--- src/rtl/display_pkg.sv ---
// Shared types and constants for the multiplexed seven-segment display scanner.
// Used by display_scan_controller and seven_segment_decoder.
package display_pkg;

    // Scan sequencer states: parked, anti-ghosting gap, digit lit
    typedef enum logic [1:0] {
        ST_IDLE  = 2'd0,
        ST_DEAD  = 2'd1,
        ST_DRIVE = 2'd2
    } scan_state_t;

    // Board default: HH:MM:SS
    localparam int DEFAULT_NUM_DIGITS = 6;

    // Widest anode bus the AN_OFF helper covers
    localparam int MAX_DIGITS = 32;

    // All segments dark (common-anode, active-low)
    localparam logic [6:0] SEG_BLANK = 7'b1111111;

    // All anodes released; slice to the real digit count where used
    localparam logic [MAX_DIGITS-1:0] AN_OFF = '1;

endpackage

--- src/rtl/seven_segment_decoder.sv ---
// BCD to seven-segment decoder for common-anode displays.
// Output is active-low with bit order g..a; any value above 9 gives a blank glyph.
module seven_segment_decoder
    import display_pkg::*;
(
    input  logic [5:0] i_value,
    output logic [6:0] o_seg_n
);

    // Pure lookup of the glyph for the requested value
    always_comb begin
        o_seg_n = SEG_BLANK;
        case (i_value)
            6'd0:    o_seg_n = 7'b1000000;
            6'd1:    o_seg_n = 7'b1111001;
            6'd2:    o_seg_n = 7'b0100100;
            6'd3:    o_seg_n = 7'b0110000;
            6'd4:    o_seg_n = 7'b0011001;
            6'd5:    o_seg_n = 7'b0010010;
            6'd6:    o_seg_n = 7'b0000010;
            6'd7:    o_seg_n = 7'b1111000;
            6'd8:    o_seg_n = 7'b0000000;
            6'd9:    o_seg_n = 7'b0010000;
            default: o_seg_n = SEG_BLANK;
        endcase
    end

endmodule

--- src/rtl/display_scan_controller.sv ---
// Time-multiplexed scanner driving NUM_DIGITS common-anode digits through a
// single seven_segment_decoder. Each slot opens with a dead time, the digit
// vector is snapshotted once per frame, and all pins are registered, active-low.
// Optional feature macro: DISPLAY_BLINK_EN (adds blink_mask input and a
// frame-based blink phase that suppresses masked digits every other period).
module display_scan_controller
    import display_pkg::*;
#(
    parameter int NUM_DIGITS   = DEFAULT_NUM_DIGITS,
    parameter int SCAN_DIV     = 50000,
    parameter int DEAD_CYCLES  = 16,
    parameter int BLINK_FRAMES = 64
) (
    input  logic                    clk,
    input  logic                    rst_n,
    input  logic                    en,
    input  logic [4*NUM_DIGITS-1:0] digits,
    input  logic [NUM_DIGITS-1:0]   dp_in,
    input  logic                    lz_blank,
`ifdef DISPLAY_BLINK_EN
    input  logic [NUM_DIGITS-1:0]   blink_mask,
`endif
    output logic [NUM_DIGITS-1:0]   an_n,
    output logic [6:0]              seg_n,
    output logic                    dp_n,
    output logic                    frame_tick
);

    localparam int CNT_W  = (SCAN_DIV > 2) ? $clog2(SCAN_DIV) : 1;
    localparam int SLOT_W = (NUM_DIGITS > 1) ? $clog2(NUM_DIGITS) : 1;
    localparam logic [NUM_DIGITS-1:0] AN_OFF_L = AN_OFF[NUM_DIGITS-1:0];

    // Reject parameter sets that cannot produce a lit phase in a slot
    generate
        if (SCAN_DIV <= DEAD_CYCLES) begin : g_badScanDiv
            $fatal(1, "display_scan_controller: SCAN_DIV must exceed DEAD_CYCLES");
        end
        if (DEAD_CYCLES < 1) begin : g_badDead
            $fatal(1, "display_scan_controller: DEAD_CYCLES must be at least 1");
        end
        if (NUM_DIGITS < 1 || NUM_DIGITS > MAX_DIGITS) begin : g_badDigits
            $fatal(1, "display_scan_controller: NUM_DIGITS out of range");
        end
        if (BLINK_FRAMES < 1) begin : g_badBlink
            $fatal(1, "display_scan_controller: BLINK_FRAMES must be at least 1");
        end
    endgenerate

    scan_state_t               r_state;
    scan_state_t               w_stateNext;
    logic [CNT_W-1:0]          r_cnt;
    logic [CNT_W-1:0]          w_cntNext;
    logic [SLOT_W-1:0]         r_slot;
    logic [SLOT_W-1:0]         w_slotNext;
    logic                      w_capture;
    logic                      w_frameEnd;

    logic [4*NUM_DIGITS-1:0]   r_digits;
    logic [NUM_DIGITS-1:0]     r_dp;

    logic [NUM_DIGITS-1:0]     r_an_n;
    logic [6:0]                r_seg_n;
    logic                      r_dp_n;
    logic                      r_frame_tick;

    logic [3:0]                w_nibble;
    logic [6:0]                w_decSeg;
    logic [NUM_DIGITS-1:0]     w_lzMask;
    logic [NUM_DIGITS-1:0]     w_blinkSupp;
    logic [NUM_DIGITS-1:0]     w_suppMask;
    logic [NUM_DIGITS-1:0]     w_anSel;
    logic                      w_slotOn;

    // Sequencer: slot timing, frame wrap, and when to take a new snapshot
    always_comb begin
        w_stateNext = r_state;
        w_cntNext   = r_cnt;
        w_slotNext  = r_slot;
        w_capture   = 1'b0;
        w_frameEnd  = 1'b0;
        if (!en) begin
            w_stateNext = ST_IDLE;
            w_cntNext   = '0;
            w_slotNext  = '0;
        end else begin
            case (r_state)
                ST_IDLE: begin
                    w_stateNext = ST_DEAD;
                    w_cntNext   = '0;
                    w_slotNext  = '0;
                    w_capture   = 1'b1;
                end
                ST_DEAD: begin
                    w_cntNext = r_cnt + 1'b1;
                    if (r_cnt == CNT_W'(DEAD_CYCLES - 1)) begin
                        w_stateNext = ST_DRIVE;
                    end
                end
                ST_DRIVE: begin
                    if (r_cnt == CNT_W'(SCAN_DIV - 1)) begin
                        w_stateNext = ST_DEAD;
                        w_cntNext   = '0;
                        if (r_slot == SLOT_W'(NUM_DIGITS - 1)) begin
                            w_slotNext = '0;
                            w_capture  = 1'b1;
                            w_frameEnd = 1'b1;
                        end else begin
                            w_slotNext = r_slot + 1'b1;
                        end
                    end else begin
                        w_cntNext = r_cnt + 1'b1;
                    end
                end
                default: begin
                    w_stateNext = ST_IDLE;
                    w_cntNext   = '0;
                    w_slotNext  = '0;
                end
            endcase
        end
    end

    // State, cycle counter and slot index registers
    always_ff @(posedge clk or negedge rst_n) begin
        if (!rst_n) begin
            r_state <= ST_IDLE;
            r_cnt   <= '0;
            r_slot  <= '0;
        end else begin
            r_state <= w_stateNext;
            r_cnt   <= w_cntNext;
            r_slot  <= w_slotNext;
        end
    end

    // Frame snapshot so a digit update never tears across one frame
    always_ff @(posedge clk or negedge rst_n) begin
        if (!rst_n) begin
            r_digits <= '0;
            r_dp     <= '0;
        end else if (w_capture) begin
            r_digits <= digits;
            r_dp     <= dp_in;
        end
    end

`ifdef DISPLAY_BLINK_EN
    localparam int FRAME_W = (BLINK_FRAMES > 1) ? $clog2(BLINK_FRAMES) : 1;

    logic [NUM_DIGITS-1:0] r_blinkMask;
    logic [FRAME_W-1:0]    r_frameCnt;
    logic                  r_blinkOff;

    // Blink mask rides along with the digit snapshot
    always_ff @(posedge clk or negedge rst_n) begin
        if (!rst_n) begin
            r_blinkMask <= '0;
        end else if (w_capture) begin
            r_blinkMask <= blink_mask;
        end
    end

    // Frame counter flips the blink phase every BLINK_FRAMES completed frames
    always_ff @(posedge clk or negedge rst_n) begin
        if (!rst_n) begin
            r_frameCnt <= '0;
            r_blinkOff <= 1'b0;
        end else if (!en) begin
            r_frameCnt <= '0;
            r_blinkOff <= 1'b0;
        end else if (w_frameEnd) begin
            if (r_frameCnt == FRAME_W'(BLINK_FRAMES - 1)) begin
                r_frameCnt <= '0;
                r_blinkOff <= ~r_blinkOff;
            end else begin
                r_frameCnt <= r_frameCnt + 1'b1;
            end
        end
    end

    // Masked digits go dark only during the off phase
    always_comb begin
        w_blinkSupp = r_blinkOff ? r_blinkMask : '0;
    end
`else
    // Without blinking nothing is suppressed on that account
    always_comb begin
        w_blinkSupp = '0;
    end
`endif

    // Leading-zero mask: walk down from the leftmost digit until a nonzero one
    always_comb begin
        logic run;
        w_lzMask = '0;
        run      = lz_blank;
        for (int k = NUM_DIGITS - 1; k >= 1; k--) begin
            run         = run & (r_digits[4*k +: 4] == 4'd0);
            w_lzMask[k] = run;
        end
    end

    // Current slot's glyph source, anode pattern and whether it may light
    always_comb begin
        w_suppMask       = w_lzMask | w_blinkSupp;
        w_nibble         = r_digits[{r_slot, 2'b00} +: 4];
        w_anSel          = AN_OFF_L;
        w_anSel[r_slot]  = 1'b0;
        w_slotOn         = (r_state == ST_DRIVE) && !w_suppMask[r_slot];
    end

    seven_segment_decoder u_decoder (
        .i_value ({2'b00, w_nibble}),
        .o_seg_n (w_decSeg)
    );

    // Registered pins: one cycle behind the sequencer, dark unless a slot is lit
    always_ff @(posedge clk or negedge rst_n) begin
        if (!rst_n) begin
            r_an_n       <= AN_OFF_L;
            r_seg_n      <= SEG_BLANK;
            r_dp_n       <= 1'b1;
            r_frame_tick <= 1'b0;
        end else begin
            if (w_slotOn) begin
                r_an_n  <= w_anSel;
                r_seg_n <= w_decSeg;
                r_dp_n  <= ~r_dp[r_slot];
            end else begin
                r_an_n  <= AN_OFF_L;
                r_seg_n <= SEG_BLANK;
                r_dp_n  <= 1'b1;
            end
            r_frame_tick <= w_frameEnd;
        end
    end

    assign an_n       = r_an_n;
    assign seg_n      = r_seg_n;
    assign dp_n       = r_dp_n;
    assign frame_tick = r_frame_tick;

endmodule

--- config.mk ---
export PLATFORM = sky130hd
export DESIGN_NAME = display_scan_controller
export DESIGN_NICKNAME = d
export VERILOG_FILES = /design/src/rtl/display_pkg.sv /design/src/rtl/seven_segment_decoder.sv /design/src/rtl/display_scan_controller.sv
export SDC_FILE = /design/constraint.sdc
export NUM_CORES = 1
export LEC_CHECK = 0
export CAP_MARGIN = 0
export CORE_ASPECT_RATIO = 1.4
export CORE_MARGIN = 8
export CORE_UTILIZATION = 29
export CTS_CLUSTER_SIZE = 40
export DETAILED_ROUTE_END_ITERATION = 7
export MAX_ROUTING_LAYER = met4
export PLACE_DENSITY = 0.5
export SYNTH_ARGS = -nofsm -noshare
export SYNTH_HDL_FRONTEND = slang
export SYNTH_SLANG_ARGS = --single-unit
--- constraint.sdc ---
create_clock -name clk -period 2.6 [get_ports clk]
set_clock_uncertainty 0.15 [all_clocks]
set_input_delay 0.26 -clock clk [delete_from_list [all_inputs] [get_ports clk]]
set_output_delay 0.26 -clock clk [all_outputs]
set_load 0.01 [all_outputs]
* Yosys cells after proc, flatten, opt, wreduce, memory -nomap -nowiden
Memories as Yosys holds them, arrays and structs flattened.
Index checks and enable logic that the tools add are counted.
** Storage, ports and cells
- Flip-flop bits (word level) :: 66
- Memories kept :: 1
- Memory bits (read-only) :: 112
- Input port bits :: 34
** Operators by class
- Reductions and logical operators :: 11
- $add $sub $neg :: 2
- Bitwise operators :: 7
- Order comparisons :: 2
- Muxes and demuxes :: 26
- Equal/unequal tests :: 8
- Shift operators :: 1
** Memories
- (no name shown) :: depth 16, width 7, rd ports 1, clocked after memory_dff 0, write ports 0, RTL line seven_segment_decoder.sv:13 : case (i_value)
** Operator list (number)
- 16-bit 2-to-1 mux :: 2
- 16-bit case mux with 2 select lines :: 1
- 24-bit by 6-bit indexed part select with 4-bit output :: 1
- 4-bit logical NOT :: 5
- 16-bit by 1-bit adder with 16-bit output, second input constant :: 1
- 16-bit == test, second input constant :: 1
- 16-bit by 4-bit == test with 1-bit output, second input constant :: 1
- 1-bit 2-to-1 mux :: 9
- 3-bit 2-to-1 mux :: 3
- 7-bit 2-to-1 mux :: 1
- 1-bit binary-select mux with 3-bit select :: 2
- 2-bit 2-to-1 mux :: 3
- 6-bit 2-to-1 mux :: 1
- 3-bit inequality test, second input constant :: 2
- 6-bit NOT :: 1
- 2-bit case mux with 3 select lines :: 1
- 3-bit case mux with 2 select lines :: 1
- 1-bit bitwise AND :: 5
- 3-bit by 4-bit < comparator with 1-bit output, second input constant :: 1
- 2-bit AND reduction :: 2
- 3-bit by 1-bit adder with 3-bit output, second input constant :: 1
- 1-bit demux with 3-bit select :: 1
- 3-bit == test, second input constant :: 1
- 3-bit by 1-bit greater-or-equal comparator with 1-bit output, second input constant :: 1
- 8 further kinds :: 9

* Logic depth before layout (Yosys ltp)
Gate-level depths: netlist (run 1).
- Word-level depth :: 11
- Mapped depth :: 10
- Mapped depth without buffers :: 8

* Cells and area by module
A second synthesis (run 1) with hierarchy kept.
** Unflattened totals
- Cells, all modules :: 296
- Area total of the unflattened synthesis :: 3377.0 um2
** By module, submodules not included
- display_scan_controller :: cells an instance 268, area an instance 3175.5 um2, times used 1
- seven_segment_decoder :: cells an instance 28, area an instance 201.4 um2, times used 1

* Least setup slack after synthesis (run 1)
No wires, ideal clock.
- Kind :: reg2reg
- From :: register r_slot[0]
- To :: register r_seg_n[3], in the netlist seg_n[3]
- Path slack :: 0.180 ns
- Clock period less this slack :: 2.420 ns
- Data required time :: 2.353 ns
- Library setup time :: 0.097 ns
- Buffers on the path :: 2
- Arrival :: 2.173 ns
- Stages on the path, launching flop included :: 10
- Cells stage by stage :: dfrtp_1 clkbuf_2 buf_2 mux4_2 a22oi_1 inv_1 ha_1 nand2b_1 a21oi_1 o21ai_0
** Between the ends
- Longest elaborated chain between the ends :: 5
- Elaborated cells on any way between the ends :: 7
- Those cells by class :: 1 x shift; 3 x mux; 2 x reduce/logical; 1 x memory
** Ends and longest elaborated chain
- start, declared :: RTL line display_scan_controller.sv:53 : logic [SLOT_W-1:0] r_slot;
- start signal, assigned :: RTL line display_scan_controller.sv:132 : r_slot <= w_slotNext;
- parallel branches: the longest is 4 deep, another holds memory 16 x 7 bit
- 7-bit 2-to-1 mux * :: RTL line display_scan_controller.sv:225 : if (w_slotOn) begin
- end signal, assigned :: RTL line display_scan_controller.sv:227 : r_seg_n <= w_decSeg;
- end, declared :: RTL line display_scan_controller.sv:62 : logic [6:0] r_seg_n;
Every way passes the cells marked *. The select of a mux whose other input is x is not followed.
A chain may end at the register's enable or synchronous reset.

* Final worst setup path (run 1)
- From :: register r_cnt[0]
- To :: register r_digits[1]
** Between the ends
- Longest elaborated chain between the ends :: 4
** Ends and longest elaborated chain
- start, declared :: RTL line display_scan_controller.sv:51 : logic [CNT_W-1:0] r_cnt;
- start signal, assigned :: RTL line display_scan_controller.sv:131 : r_cnt <= w_cntNext;
- 16-bit == test :: RTL line display_scan_controller.sv:100 : if (r_cnt == CNT_W'(SCAN_DIV - 1)) begin
- 1-bit 2-to-1 mux :: RTL line display_scan_controller.sv:100
- 1-bit case mux with 2 select lines :: RTL line display_scan_controller.sv:86 : case (r_state)
- 1-bit 2-to-1 mux :: RTL line display_scan_controller.sv:81 : if (!en) begin
- end signal, assigned :: RTL line display_scan_controller.sv:142 : r_digits <= digits;
- end, declared :: RTL line display_scan_controller.sv:58 : logic [4*NUM_DIGITS-1:0] r_digits;
No other way between the ends.

==> run metrics, run 1 <==
status=finished, violations left; failing checks=hold timing; #FFs+latches synth=66; final instance area=between 4000 and 5000 um2; final setup vio count=0; share of cells above drive strength 1=a little under a quarter; Post-CTS Setup Inserts=0; vias per cell=4.800; total CTS buffers=9; DR WL/cell=15.68 um; part of the cycle the worst path needs=about nine tenths; routability cong.=just over 0.8; Total Wirelength=approximately 7500 um; synth top area cells=dfrtp_1 41%, mux2_2 12%, dfstp_2 11%, ha_1 3.9%, nor2_1 3.3%; EDFF count, synth=0; Core Area=~11000 um2; Tightest Pin Transition=between 800 and 900 ps; clock buffer depth=2; final hold slack=-29.61 ps; Worst Path Class, Setup=flip-flop to flip-flop; I/O pin count=49; latest clock arrival within the worst-skew pair=320 ps; Cell Area, Synth=between 3000 and 4000 um2; initial core utilization=between 20 and 30%; Worst setup SP type=flip-flop; first-pass GRT wire length=12680 um; Via Count=2299; WP data required=about 2700 ps; CTS tree=yes; area leader, netlist=dfrtp_1; most used standard cell by instance count after synthesis=dfrtp_1; post-route DRC violation count=0; Clock H-tree levels=3; CP endpoint kind=flip-flop; post-synthesis cell count=around 280; initial antenna violation count=0; die area=approximately 15000 um2; Max IR drop VDD=about 370 uV; Final #Nets=377; post-CTS sizing=0; clock slew at reported path FFs=60 ps; # diodes=0; HPWL Detailed=between 5000 and 6000 um; clk sinks=66; Die Y-Extent=between 100 and 150 um; Worst Hold Class=input port to asynchronous set/reset pin; CP max FO=30; number of port buffers=48; crit path DAT=2350 ps; row cnt=45; FF-to-FF setup slack=around 300 ps; DP Area=3886 um2; Final Critical Period=between 2000 and 2500 ps; Slew headroom=between 40% and 50%; all-layer global routing usage=11.00%; Seq/Total Area, Yosys=52.07%; Detail Route Antenna Nets=0; power per cell area=667.8 nW/um2; top_reg_cell synth=dfrtp_1; Avg Inst Size Synth=between 10 and 15 um2; Synth Warn #=0; CTS Hold Buffers Added=0; RSZ-0062 raised after global routing=no; synth unique cells=between 40 and 50; layout overhead on the synthesized area=30.80%; first-iteration detailed-routing DRC count=approximately 110; Syn Nets=roughly 320; top cell type's share of synthesized area=approximately two fifths; pin count of the biggest net entering global routing=67; max-slew violations=0; Pre-Repair DR Iteration Count=4; Fin. Hold Viols=38; Post-synth top cells=52 x dfrtp_1, 34 x mux2_2, 28 x nor2_1; global route total overflow=0; vias in the first global route=about 2500; Root Driver=clkbuf_16; FMAX=434.9 MHz; Pleak=approximately 1.7 nW; die width=about 100 um; Max Cap Viol=0; Async SR Flop Fraction=100.0%; setup TNS=0 ps
through the flow:
stage / std cells / hold WS, ps / utilization (%) / worst slack (ps) / total power [W]
floorplan: 277 / -185.6 / - / 180.1 / 0.001432
detailed placement: 463 / 304.6 / 35.95 / 307.8 / 0.001595
global placement: 463 / 297.4 / 35.95 / 337.2 / 0.001592
global route: 479 / 56.69 / 38.78 / 127.8 / 0.002933
finish: 479 / -29.61 / 38.78 / 300.7 / 0.002800
CTS: 479 / 9.064 / 38.78 / 281.5 / 0.002843
state kept, by name (all words and copies together), names as in the netlist:
signal	count
seg_n	7
dp_n	1
r_dp	6
r_cnt	16
r_digits	24
an_n	6
r_state	2
frame_tick	1
r_slot	3
cell type report:
cell class | count | area, um2
clock buffers | 11 | 242.7
clock inverters | 5 | 63.81
fillers | 1071 | 6618
inverters | 10 | 37.54
multi-input cells | 187 | 1433
flip-flops and latches | 66 | 1669
well taps | 141 | 176.4
repair buffers | 59 | 570.5
final timing paths:
kind,endpoint,from,cells after the start
worst max register to register,r_digits[1]$_DFFE_PN0P_,r_cnt[0]$_DFF_PN0_,7
worst max-delay path,r_digits[1]$_DFFE_PN0P_,r_cnt[0]$_DFF_PN0_,7
worst min-delay path,r_digits[21]$_DFFE_PN0P_,rst_n,2
max in group asynchronous,r_slot[1]$_DFFE_PN0P_,rst_n,2
worst min register to register,r_cnt[0]$_DFF_PN0_,r_cnt[0]$_DFF_PN0_,1
min in group clk,r_cnt[0]$_DFF_PN0_,r_cnt[0]$_DFF_PN0_,1
logic make-up (layout without fill, tap and decap cells):
logic type	after synthesis	in the layout	share of synthesized area [%]
AOI/OAI and AO/OA	34	34	7.495
xor gates and xnor gates	14	14	3.825
adders and majority gates	10	10	3.903
buffers and inverters	24	85	3.240
DFF	66	66	52.07
muxes	43	43	15.96
and+or+nand+nor	86	86	13.51
where the power goes:
part	switching [W]	internal [W]
clock	0.000453	0.000773
sequential	0.0000722	0.00112
combinational	0.000162	0.000219
total	0.000687	0.00211
layer usage:
layer	track usage, %	wire length [um]
met3	3.260	338
met4	4.148	154
met1	11.71	3094
met5	-	0
met2	18.83	3923
worst max-delay path, cell delays in order, from the launching register on:
cell and delay (ps):
dfrtp_1 360, ha_1 180, and3_1 250, nand3_1 190, nor2_1 210, a32o_1 240
buf_12 210, mux2_2 360
cells in the final DEF (no fill, tap or decap), types with 7 or more instances in the layout:
master,synthesis,routed
nand3_1,17,17
inv_1,10,10
clkdlybuf4s50_1,0,47
ha_1,10,10
nand2_1,7,7
o21ai_0,12,12
xnor2_1,8,8
and3_1,10,10
nor2_1,28,28
dfrtp_1,52,52
mux2_2,34,34
clkbuf_16,0,9
dfstp_2,14,14
buf_4,1,10
Power figures use the tool's default switching activity.
==> run 2: changes to the inputs <==
Settings changed: ABC_AREA from default to 1, PLACE_DENSITY 0.5 to 0.49, SETUP_SLACK_MARGIN from default to 0.05.
==> run metrics, run 2 <==
status=completed; first-pass GRT wire length=14350 um (+13%); crit path DAT=2350 ps (about the same); initial antenna violation count=0 (unchanged); row cnt=47 (+4.4%); met3 Usage GRT=2.660% (-0.60 points); clock slew at reported path FFs=60 ps (about the same); Die Y-Extent=145.5 um (+3.6%); final instance area=4428 um2 (+5.6%); DP Area=4098 um2 (+5.4%); CP endpoint kind=flip-flop; routability cong.=0.8591 (+4.6%); Worst Hold Class=input port to asynchronous set/reset pin; clock buffer depth=2 (unchanged); pin count of the biggest net entering global routing=47 (-30%); # diodes=0 (unchanged); GR peak layer=met2; Place WS=337.9 ps (+30.10 ps); Via Count=2944 (+28%); die width=108.5 um (+3.5%); post-route DRC violation count=0 (unchanged); power per cell area=658.9 nW/um2 (-1.3%); part of the cycle the worst path needs=87.54% (-0.90 points); Root Driver=clkbuf_16; Max Cap Viol=0 (unchanged); clk sinks=66 (unchanged); most common cell after layout, fill and taps aside=nand2_1; RSZ-0062 raised after global routing=no; Final #Nets=538 (+43%); total CTS buffers=9 (unchanged); Synth Warn #=0 (unchanged); global route total overflow=0 (unchanged); setup TNS=0 ps (unchanged); initial core utilization=29.53% (-0.12 points); #FFs+latches synth=66 (unchanged); Worst Path Class, Setup=flip-flop to flip-flop; top_reg_cell synth=dfrtp_1; DR WL/cell=13.39 um (-15%); Largest Register=r_digits; Layout Cells excl Fill=646 (+35%); Avg Inst Size Synth=7.840 um2 (-32%); Pre-Repair DR Iteration Count=4 (unchanged); I/O pin count=49 (unchanged); EDFF count, synth=0 (unchanged); max-slew violations=0 (unchanged); Post-CTS Setup Inserts=0 (unchanged); share of cells above drive strength 1=10.02% (-14 points); WP data required=2670 ps (+20 ps); Fin. Hold Viols=0 (-100%); die area=15780 um2 (+7.2%); CTS Hold Buffers Added=1 (+1); Detail Route Antenna Nets=0 (unchanged); Slew headroom=60.23% (+15 points); post-CTS sizing=0 (unchanged); synth unique cells=29 (-34%); latest clock arrival within the worst-skew pair=330 ps (about the same); synth top area cells=dfrtp_1 37%, nand2_1 14%, dfstp_2 11%, nand3_1 9.2%, nor2_1 5.2%; vias per cell=4.557 (-5.0%); Seq/Total Area, Yosys=48.05% (-4.0 points); Tightest Pin Transition=596.6 ps (-229.7 ps); Post-synth top cells=129 x nand2_1, 64 x nand3_1, 52 x dfrtp_1; FMAX=439.4 MHz (+1.0%); Total Wirelength=8649 um (+15%); Final Critical Period=2276 ps (-23.31 ps); layout overhead on the synthesized area=27.49%; Pleak=2.066 nW (+22%); most used standard cell by instance count after synthesis=nand2_1; post-synthesis cell count=443 (+60%); top cell type's share of synthesized area=37.46% (-3.1 points); PnR worst setup slack=324.0 ps (+23.31 ps); M2 GR Usage=19.17% (+0.34 points); Worst setup SP type=flip-flop; commonest non-fill, non-tap cells in the layout=129 x nand2_1, 64 x nand3_1, 52 x dfrtp_1, 48 x nor2_1, 47 x clkdlybuf4s50_1; Cell Area, Synth=3473 um2 (+8.4%); met1 Usage GRT=13.73% (+2.0 points); first-iteration detailed-routing DRC count=149 (+39%); Core Area=11760 um2 (+8.8%); number of port buffers=48 (unchanged); final setup vio count=0 (unchanged); HPWL Detailed=6671 um (+21%); Syn Nets=487 (+52%); CTS tree=yes; Clock H-tree levels=3 (unchanged); vias in the first global route=2963 (+19%); Max IR drop VDD=295.4 uV (-20%); number of flip-flops in the largest register=24 (unchanged); FF-to-FF setup slack=320 ps (+20 ps); area leader, netlist=dfrtp_1; Post-Place Cells=629 (+36%); CP max FO=8 (-73%); Async SR Flop Fraction=100.0% (unchanged); all-layer global routing usage=11.86% (+0.86 points)
run 2: cell types whose count changed in the layout (fill, tap and decap cells not counted), sizes merged, moves of 7 or more:
cell	before	now
nand2	7	133
nand3	17	64
mux2	35	0
and3	10	0
nand4	1	9
inv	10	48
buf	12	5
nor2	28	51
o21ai	12	22
run 2: final cells by class:
| class | instances | area, um2 |
|---|---|---|
| multi-input cells | 316 | 1544 |
| flip-flops and latches | 66 | 1669 |
| well taps | 147 | 183.9 |
| clock buffers | 11 | 242.7 |
| fillers | 1246 | 7333 |
| clock inverters | 5 | 77.57 |
| inverters | 48 | 182.7 |
| repair buffers | 53 | 528.0 |
run 2: worst max-delay path, stage by stage (launching register included):
cell and delay [ps]:
dfrtp_1 520, inv_4 100, nor2_1 390, nand3_1 140
nand3_1 190, inv_1 110, ha_1 200, inv_1 50
nand4_1 120, nand3_1 120, nand3_1 80
run 2: metrics by stage:
| step | hold slack, ps | utilization, % | power (W) |
|---|---|---|---|
| after global placement | 139.9 | 34.84 | 0.001640 |
| after floorplan | -185.6 | - | 0.001469 |
| after detailed placement | 153.6 | 34.84 | 0.001646 |
| final | 310.7 | 37.65 | 0.002918 |
| after global routing | 327.5 | 37.65 | 0.003070 |
| after CTS | 307.3 | 37.65 | 0.002961 |
run 2: cell families (layout without fill, tap and decap cells):
| logic type | count (synthesis) | in the layout | share of synthesized area [%] |
|---|---|---|---|
| adder cells (fa/ha/maj) | 10 | 10 | 3.602 |
| flip-flops | 66 | 66 | 48.05 |
| AND/OR/NAND/NOR | 267 | 267 | 33.83 |
| AO/OA/AOI/OAI | 28 | 28 | 4.251 |
| buffers and inverters | 61 | 117 | 7.493 |
| XOR/XNOR | 11 | 11 | 2.774 |
run 2: layer usage:
| metal | wire length, um | part of all wire (%) |
|---|---|---|
| met5 | 0 | 0 |
| met4 | 117 | 1.4 |
| met3 | 278 | 3.2 |
| met2 | 4416 | 51 |
| met1 | 3837 | 44 |
run 2: report_power, final:
part / leakage, nW / switching [W] / total [W] / internal (W)
clock network: 0.156 / 0.000435 / 0.00130 / 0.000862
logic: 1.09 / 0.000265 / 0.000434 / 0.000169
registers: 0.822 / 0.0000594 / 0.00119 / 0.00113
run 2: worst paths after layout:
check,start,end,cells past startpoint
max,r_slot[2]$_DFFE_PN0P_,seg_n[3]$_DFF_PN1_,10
min,rst_n,r_cnt[7]$_DFF_PN0_,2
max reg2reg,r_slot[2]$_DFFE_PN0P_,seg_n[3]$_DFF_PN1_,10
min reg2reg,r_cnt[0]$_DFF_PN0_,r_cnt[0]$_DFF_PN0_,1
max in group asynchronous,rst_n,seg_n[4]$_DFF_PN1_,3
min in group clk,digits[19],r_digits[19]$_DFFE_PN0P_,3
==> run 3: changes to the inputs <==
Settings changed: CORE_UTILIZATION 29 to 28, PLACE_DENSITY 0.49 to 0.48, SETUP_SLACK_MARGIN 0.05 to default.
==> run metrics, run 3 (synthesis gave the netlist of run 2 again) <==
die width=110.1 um (+1.5%); crit path DAT=2340 ps (about the same); Die Y-Extent=147.8 um (+1.6%); Post-CTS Setup Inserts=0 (unchanged); setup TNS=0 ps (unchanged); row cnt=48 (+2.1%); RSZ-0062 raised after global routing=no; CTS Hold Buffers Added=1 (unchanged); share of cells above drive strength 1=10.02% (unchanged); CTS tree=yes; clk sinks=66 (unchanged); total CTS buffers=9 (unchanged); status=completed; power per cell area=680.1 nW/um2 (+3.2%); I/O pin count=49 (unchanged); part of the cycle the worst path needs=87.31% (-0.23 points); layout overhead on the synthesized area=28.57%; met1 Usage GRT=13.61% (-0.12 points); Via Count=2965 (+0.71%); number of port buffers=48 (unchanged); Core Area=12250 um2 (+4.2%); Tightest Pin Transition=627.8 ps (+31.26 ps); GR peak layer=met2; Final #Nets=538 (unchanged); Max IR drop VDD=352.2 uV (+19%); clock slew at reported path FFs=60 ps (about the same); Worst Path Class, Setup=flip-flop to flip-flop; CP endpoint kind=flip-flop; PnR worst setup slack=330.0 ps (+6.011 ps); Slew headroom=58.15% (-2.1 points); number of flip-flops in the largest register=24 (unchanged); M2 GR Usage=19.69% (+0.53 points); first-pass GRT wire length=14830 um (+3.4%); met3 Usage GRT=2.702% (+0.042 points); pin count of the biggest net entering global routing=47 (unchanged); Pre-Repair DR Iteration Count=4 (unchanged); max-slew violations=0 (unchanged); FMAX=440.5 MHz (+0.26%); Worst setup SP type=flip-flop; vias in the first global route=3087 (+4.2%); WP data required=2670 ps (about the same); Clock H-tree levels=3 (unchanged); clock buffer depth=2 (unchanged); HPWL Detailed=6900 um (+3.4%); CP max FO=8 (unchanged); first-iteration detailed-routing DRC count=199 (+34%); Total Wirelength=8907 um (+3.0%); global route total overflow=0 (unchanged); die area=16280 um2 (+3.1%); Largest Register=r_digits; Root Driver=clkbuf_16; Fin. Hold Viols=0 (unchanged); Final Critical Period=2270 ps (-6.011 ps); Max Cap Viol=0 (unchanged); initial antenna violation count=0 (unchanged); all-layer global routing usage=12.00% (+0.14 points); # diodes=0 (unchanged); post-CTS sizing=0 (unchanged); final setup vio count=0 (unchanged); DR WL/cell=13.72 um (+2.5%); vias per cell=4.569 (+0.25%); Detail Route Antenna Nets=0 (unchanged); post-route DRC violation count=0 (unchanged); routability cong.=0.9246 (+7.6%); Place WS=360.9 ps (+23.06 ps); commonest non-fill, non-tap cells in the layout=129 x nand2_1, 64 x nand3_1, 52 x dfrtp_1, 48 x nor2_1, 47 x clkdlybuf4s50_1; Pleak=2.079 nW (+0.65%); latest clock arrival within the worst-skew pair=330 ps (about the same); Worst Hold Class=input port to asynchronous set/reset pin; initial core utilization=28.35% (-1.2 points); most common cell after layout, fill and taps aside=nand2_1
## run 3: cell types whose count changed in the layout (fill, tap and decap cells not counted)
cell / change
clkinv_2: -2
bufinv_16: +1
clkbuf_8: +1
## run 3: final cells by class
type	instances	area (um2)
Timing Repair Buffer	53	528.0
Multi-Input combinational cell	316	1544
Inverter	48	182.7
Clock inverter	4	97.59
Sequential cell	66	1669
Tap cell	150	187.7
Clock buffer	12	256.5
Fill cell	1338	7786
## run 3: worst paths after layout
kind	start	to	cells past startpoint	slack, ps
worst min register to register	r_cnt[0]$_DFF_PN0_	r_cnt[0]$_DFF_PN0_	1	320
worst max-delay path	r_slot[2]$_DFFE_PN0P_	seg_n[3]$_DFF_PN1_	10	330
max in group asynchronous	rst_n	seg_n[0]$_DFF_PN1_	3	1300
worst max register to register	r_slot[2]$_DFFE_PN0P_	seg_n[3]$_DFF_PN1_	10	330
worst min-delay path	rst_n	r_cnt[10]$_DFF_PN0_	2	300
min in group clk	r_cnt[0]$_DFF_PN0_	r_cnt[0]$_DFF_PN0_	1	320
## run 3: per-layer routing
layer	vias up	wire, um	part of all wire, %
li1	1510	-	-
met1	1372	3794	43
met2	68	4568	51
met3	15	311	3.5
met4	0	233	2.6
met5	-	0	0
## run 3: where the power goes
part           switching [W]  total [W]  leakage (nW)  internal, W
clock network       0.000431    0.00142         0.169     0.000989
registers          0.0000557    0.00118         0.822      0.00113
logic               0.000265   0.000434          1.09     0.000169
total               0.000752    0.00304          2.08      0.00229
## run 3: through the flow
stage | hold slack (ps) | utilization [%] | std cells | total power, W | cell area, um2
after floorplan | -185.6 | - | 443 | 0.001469 | 3473
after global placement | 139.4 | 33.48 | 632 | 0.001634 | 4101
after detailed placement | 139.0 | 33.48 | 632 | 0.001641 | 4101
after CTS | 309.4 | 36.45 | 649 | 0.003079 | 4466
after global routing | 325.2 | 36.45 | 649 | 0.003202 | 4466
final | 296.8 | 36.45 | 649 | 0.003037 | 4466
## run 3: critical path: stages, from the launching register on
cell and delay (ps):
dfrtp_1 530, inv_4 110, nor2_1 350, nand3_1 150
nand3_1 200, inv_1 120, ha_1 210, inv_1 50
nand4_1 120, nand3_1 120, nand3_1 70
